==> src/rtl/gpr_block_sequencer.sv <==
// Walks the 80186 general-purpose registers through PUSHA/POPA block transfers,
// driving one register-file read port, the write port and a 16-bit stack memory handshake.
module gpr_block_sequencer (
  input  logic        clk,
  input  logic        reset,
  input  logic        start,
  input  logic        is_pop,
  input  logic [15:0] sp_in,
  output logic        busy,
  output logic        done,
  output logic [2:0]  rf_rd_sel,
  input  logic [15:0] rf_rd_val,
  output logic        rf_is_8_bit,
  output logic [2:0]  rf_wr_sel,
  output logic [15:0] rf_wr_val,
  output logic        rf_wr_en,
  output logic        mem_access,
  output logic        mem_wr_en,
  output logic [15:0] mem_address,
  output logic [15:0] mem_data_out,
  input  logic [15:0] mem_data_in,
  input  logic        mem_ack
);

  typedef enum logic [2:0] {
    IDLE,
    FETCH,
    LATCH,
    PUSH_MEM,
    POP_MEM,
    POP_WR,
    SP_WB,
    DONE
  } state_t;

  localparam logic [2:0] SP_SEL = 3'd4;

  state_t      state_q, state_d;
  logic [2:0]  idx_q, idx_d;
  logic [15:0] sp_base_q, sp_base_d;
  logic [15:0] data_reg_q, data_reg_d;
  logic        is_pop_q, is_pop_d;

  // Register encoding is AX..DI = 0..7, so push order is idx itself and pop order is 7-idx.
  logic [2:0]  push_reg;
  logic [2:0]  pop_reg;
  logic [15:0] slot_offset;

  assign push_reg    = idx_q;
  assign pop_reg     = ~idx_q;
  assign slot_offset = {12'd0, idx_q, 1'b0};
  assign rf_is_8_bit = 1'b0;

  always_ff @(posedge clk or posedge reset) begin
    if (reset) begin
      state_q    <= IDLE;
      idx_q      <= 3'd0;
      sp_base_q  <= 16'd0;
      data_reg_q <= 16'd0;
      is_pop_q   <= 1'b0;
    end else begin
      state_q    <= state_d;
      idx_q      <= idx_d;
      sp_base_q  <= sp_base_d;
      data_reg_q <= data_reg_d;
      is_pop_q   <= is_pop_d;
    end
  end

  always_comb begin
    state_d      = state_q;
    idx_d        = idx_q;
    sp_base_d    = sp_base_q;
    data_reg_d   = data_reg_q;
    is_pop_d     = is_pop_q;
    busy         = 1'b0;
    done         = 1'b0;
    rf_rd_sel    = 3'd0;
    rf_wr_sel    = 3'd0;
    rf_wr_val    = 16'd0;
    rf_wr_en     = 1'b0;
    mem_access   = 1'b0;
    mem_wr_en    = 1'b0;
    mem_address  = 16'd0;
    mem_data_out = 16'd0;

    case (state_q)
      IDLE: begin
        if (start) begin
          sp_base_d = sp_in;
          idx_d     = 3'd0;
          is_pop_d  = is_pop;
          state_d   = is_pop ? POP_MEM : FETCH;
        end
      end
      FETCH: begin
        busy      = 1'b1;
        rf_rd_sel = push_reg;
        state_d   = LATCH;
      end
      LATCH: begin
        busy       = 1'b1;
        rf_rd_sel  = push_reg;
        // PUSHA stores the SP value from before the instruction, not the live register.
        data_reg_d = (idx_q == SP_SEL) ? sp_base_q : rf_rd_val;
        state_d    = PUSH_MEM;
      end
      PUSH_MEM: begin
        busy         = 1'b1;
        mem_access   = 1'b1;
        mem_wr_en    = 1'b1;
        mem_address  = sp_base_q - slot_offset - 16'd2;
        mem_data_out = data_reg_q;
        if (mem_ack) begin
          idx_d   = idx_q + 3'd1;
          state_d = (idx_q == 3'd7) ? SP_WB : FETCH;
        end
      end
      POP_MEM: begin
        busy        = 1'b1;
        mem_access  = 1'b1;
        mem_address = sp_base_q + slot_offset;
        if (mem_ack) begin
          data_reg_d = mem_data_in;
          state_d    = POP_WR;
        end
      end
      POP_WR: begin
        busy      = 1'b1;
        rf_wr_sel = pop_reg;
        rf_wr_val = data_reg_q;
        rf_wr_en  = (pop_reg != SP_SEL);
        idx_d     = idx_q + 3'd1;
        state_d   = (idx_q == 3'd7) ? SP_WB : POP_MEM;
      end
      SP_WB: begin
        busy      = 1'b1;
        rf_wr_en  = 1'b1;
        rf_wr_sel = SP_SEL;
        rf_wr_val = is_pop_q ? (sp_base_q + 16'd16) : (sp_base_q - 16'd16);
        state_d   = DONE;
      end
      DONE: begin
        busy    = 1'b1;
        done    = 1'b1;
        state_d = IDLE;
      end
      default: state_d = IDLE;
    endcase
  end

endmodule

==> config.mk <==
export PLATFORM = sky130hd
export DESIGN_NAME = gpr_block_sequencer
export DESIGN_NICKNAME = d
export VERILOG_FILES = /design/src/rtl/gpr_block_sequencer.sv
export SDC_FILE = /design/constraint.sdc
export NUM_CORES = 1
export LEC_CHECK = 0
export BUFFER_PORTS_ARGS = -buffer_cell sky130_fd_sc_hd__buf_2
export CAP_MARGIN = 20
export CORE_MARGIN = 5
export CORE_UTILIZATION = 41
export DETAILED_ROUTE_END_ITERATION = 6
export PLACE_DENSITY = 0.66
export SYNTH_ARGS = -nofsm -noshare
export SYNTH_HDL_FRONTEND = slang
export SYNTH_SLANG_ARGS = --single-unit
export TNS_END_PERCENT = 50
==> constraint.sdc <==
create_clock -name clk -period 3 [get_ports clk]
set_clock_uncertainty 0.05 [all_clocks]
set_input_delay 0.15 -clock clk [delete_from_list [all_inputs] [get_ports clk]]
set_output_delay 0.15 -clock clk [all_outputs]
set_load 0.01 [all_outputs]
==> run_results.csv <==
group,metric,value,unit
layout,nFillCells,864,
power,intPower,2710,uW
yosys,synth_top_family_by_area,"compound AO/OA/AOI/OAI gates",
yosys,synthCells,494,
yosys,synth-adder-area-share,9.16,%
power,vdd_drop_max,0.540,mV
floorplan,rows,34,
floorplan,die_area,10900,um^2
place,routabilityCongestion,0.893,
worst_setup_path,cp-startpoint,"sp_base_q[9]",
place,io_buffers,111,
layout,layout_common_cells,"buf_2 (111), nand2_1 (81), a21oi_1 (57)",
sta,finalSetupViolCount,0,
power,p_seq_share,20.3,%
floorplan,die_h,104,um
clock_network,ctsHtreeMaxLevel,2,
global_route,antenna_found_initial,0,
floorplan,start_util,42.0,%
routing,viasPerCell,5.66,
layout,antenna_cells,0,
floorplan,core,8720,um^2
global_route,grt_overflow,0,
clock_network,cts.sinks,39,
routing,num_vias,4055,
sta,tns,0,ps
clock_network,cts_buffer_depth,2,
global_route,grt_max_degree,40,
routing,avgRoutedWirePerCell,17.0,um
power,leakagePower,0.00222,uW
layout,postLayoutCoreUtil,53.2,%
worst_setup_path,path_class,"flop to output pin",
routing,drtAntennaViolNets,0,
power,power.density,1190,nW/um^2
yosys,synth_enable_flop_cells,0,
yosys,synthSimpleGateAreaFrac,23.4,%
yosys,synthArstFlopShare,100,%
floorplan,dieWidth,104,um
yosys,syn_area,3660,um^2
worst_setup_path,cp.required,2800,ps
yosys,synth_mux_area_share,5.02,%
outcome,status,"complete, no violations",
routing,firstDrtPassIters,5,
sta,grt_setup_unrepaired,"yes",
layout,layout.nets,686,
sta,relSlewSlack,44.6,%
yosys,yosysSeqAreaShare,26.7,%
place,dpl.hpwl,9230,um
yosys,yosys_warnings,0,
global_route,grt_pass1_wl,20300,um
yosys,syn_nets,572,
hold_path,holdCritPathClass,"input pin to flop",
worst_setup_path,crit_path_start_kind,"flop",
yosys,ys_types,56,
yosys,synth_area_leader_cell,"dfrtp_1",
layout,final_common_cell,"buf_2",
sta,finalCritPeriodShare,97.6,%
power,comb_power_share,72.1,%
worst_setup_path,r2r-start,"state_q[2]",
sta,period_needed,2930,ps
worst_setup_path,arrival,2730,ps
yosys,synthTopCellsByArea,"dfrtp_1 (27%), nand2_1 (8.4%), a21oi_1 (7.8%)",
yosys,synth_top_cell_area_share,26.7,%
routing,drc,0,
power,p_sw_share,51.1,%
yosys,synth-compound-area-share,26.5,%
routing,drt-initial-drc-count,270,
worst_setup_path,cp_max_fo,5,
yosys,synth-seq-cells,39,
power,pwr-share-clk,7.6,%
clock_network,cts_tree,"built",
layout,drive_above_1_share,29.6,%
worst_setup_path,crit_path_end_kind,"output pin",
yosys,synth_area_per_cell,7.41,um^2
flow_run,cap_viol_max_count,0,
sta,tightest_slew,829,ps
global_route,grt_use_total,22.0,%
routing,routed_wl,12200,um
clock_network,insertion_delay,300,ps
yosys,synth_xor_area_share,3.35,%
sta,slew_violations,0,
global_route,grt_pass1_vias,4187,
sta,hold_violations,0,
yosys,synth_flop_cell,"dfrtp_1",
hold_path,min_from,"sp_in[2]",
clock_network,cts.clk_slew.worst_paths,90,ps
sta,clock.fmax,342,MHz
clock_network,cts_buffers,5,
layout,area_delta_synth_final,26.7,%
floorplan,ioPinCount,113,
power,power_switching,2830,uW
clock_network,root_buffer,"clkbuf_8",
==> area by class of cell <==
class | instances | area [um^2] | area share, %
well taps | 108 | 135 | 2.91
repair buffers | 139 | 771 | 16.6
flip-flops and latches | 39 | 977 | 21.1
clock inverters | 1 | 7.51 | 0.162
inverters | 24 | 90.1 | 1.94
multi-input cells | 399 | 2560 | 55.2
clock buffers | 7 | 96.3 | 2.08
==> power by group through the flow <==
stage / logic, uW / registers (uW) / clock network [uW]
2_1_floorplan: 2650 / 999 / 0
3_3_place_gp: 3660 / 1110 / 0
3_5_place_dp: 3730 / 1130 / 0
4_1_cts: 3820 / 1110 / 432
5_1_grt: 4450 / 1160 / 449
6_report: 4000 / 1120 / 421
==> worst max-delay path, stage by stage (launching register included) <==
cell and delay [ps]:
dfrtp_1 390, or4_4 550, or3_4 370, or3_4 360, or4_4 430, a32oi_2 170, buf_2 160
==> kinds of logic after synthesis <==
family	Yosys count
AOI/OAI and AO/OA	163
xor gates and xnor gates	14
adders and majority gates	25
buffers and inverters	56
DFF	39
muxes	17
other	1
and+or+nand+nor	179
==> per-stage QoR <==
step,hold WS (ps),instances,cell area [um^2],setup slack (ps),power [uW]
detailed placement,276,699,4370,131,4860
global placement,263,699,4370,243,4770
CTS,13.8,712,4540,5.46,5360
floorplan,217,494,3660,453,3650
global route,29.9,717,4640,-69.2,6060
finish,18.8,717,4640,72.2,5540
==> flip-flops by register name, summed over array words and instances, names as in the netlist <==
name        count
idx_q           3
data_reg_q     16
state_q         3
sp_base_q      16
is_pop_q        1
==> synth_stat cells (4+ instances only) <==
| cell type | n |
|---|---|
| dfrtp_1 | 39 |
| a41oi_1 | 4 |
| o31ai_1 | 4 |
| nand4_1 | 4 |
| nor3_1 | 6 |
| mux2_2 | 11 |
| o211ai_1 | 4 |
| a21oi_1 | 57 |
| nand3_1 | 24 |
| clkbuf_1 | 29 |
| nor2_1 | 19 |
| xnor2_1 | 8 |
| nand2_1 | 82 |
| and2_1 | 19 |
| o22a_1 | 4 |
| ha_1 | 22 |
| a31oi_1 | 6 |
| inv_1 | 23 |
| o21ai_0 | 53 |
| nor2b_1 | 6 |
| mux2i_1 | 6 |
| xor2_1 | 6 |
==> routing by layer <==
layer	track usage, %	wire length [um]	vias to the layer above
li1	-	-	1975
met1	27.4	5170	1887
met2	39.0	6030	166
met3	3.60	728	27
met4	5.55	255	0
met5	0	0	-
==> timing repair <==
item	CTS	global route
endpoints found under the hold margin	40	0
pin swaps	2	7
hold buffers	2	0
resized for setup	5	14
buffers inserted	3	5
endpoints found under the setup margin	5	10
==> path summary, 6_finish.rpt <==
kind | to | cells after the start | slack [ps]
worst max register to register | data_reg_q[15] | 6 | 890
worst min-delay path | sp_base_q[2] | 3 | 20
worst min register to register | data_reg_q[9] | 2 | 460
min in group asynchronous | data_reg_q[1] | 4 | 470
max in group asynchronous | idx_q[0] | 4 | 2020
worst max-delay path | mem_address[15] | 6 | 70
No activity file was read; power rests on OpenSTA's default activity.
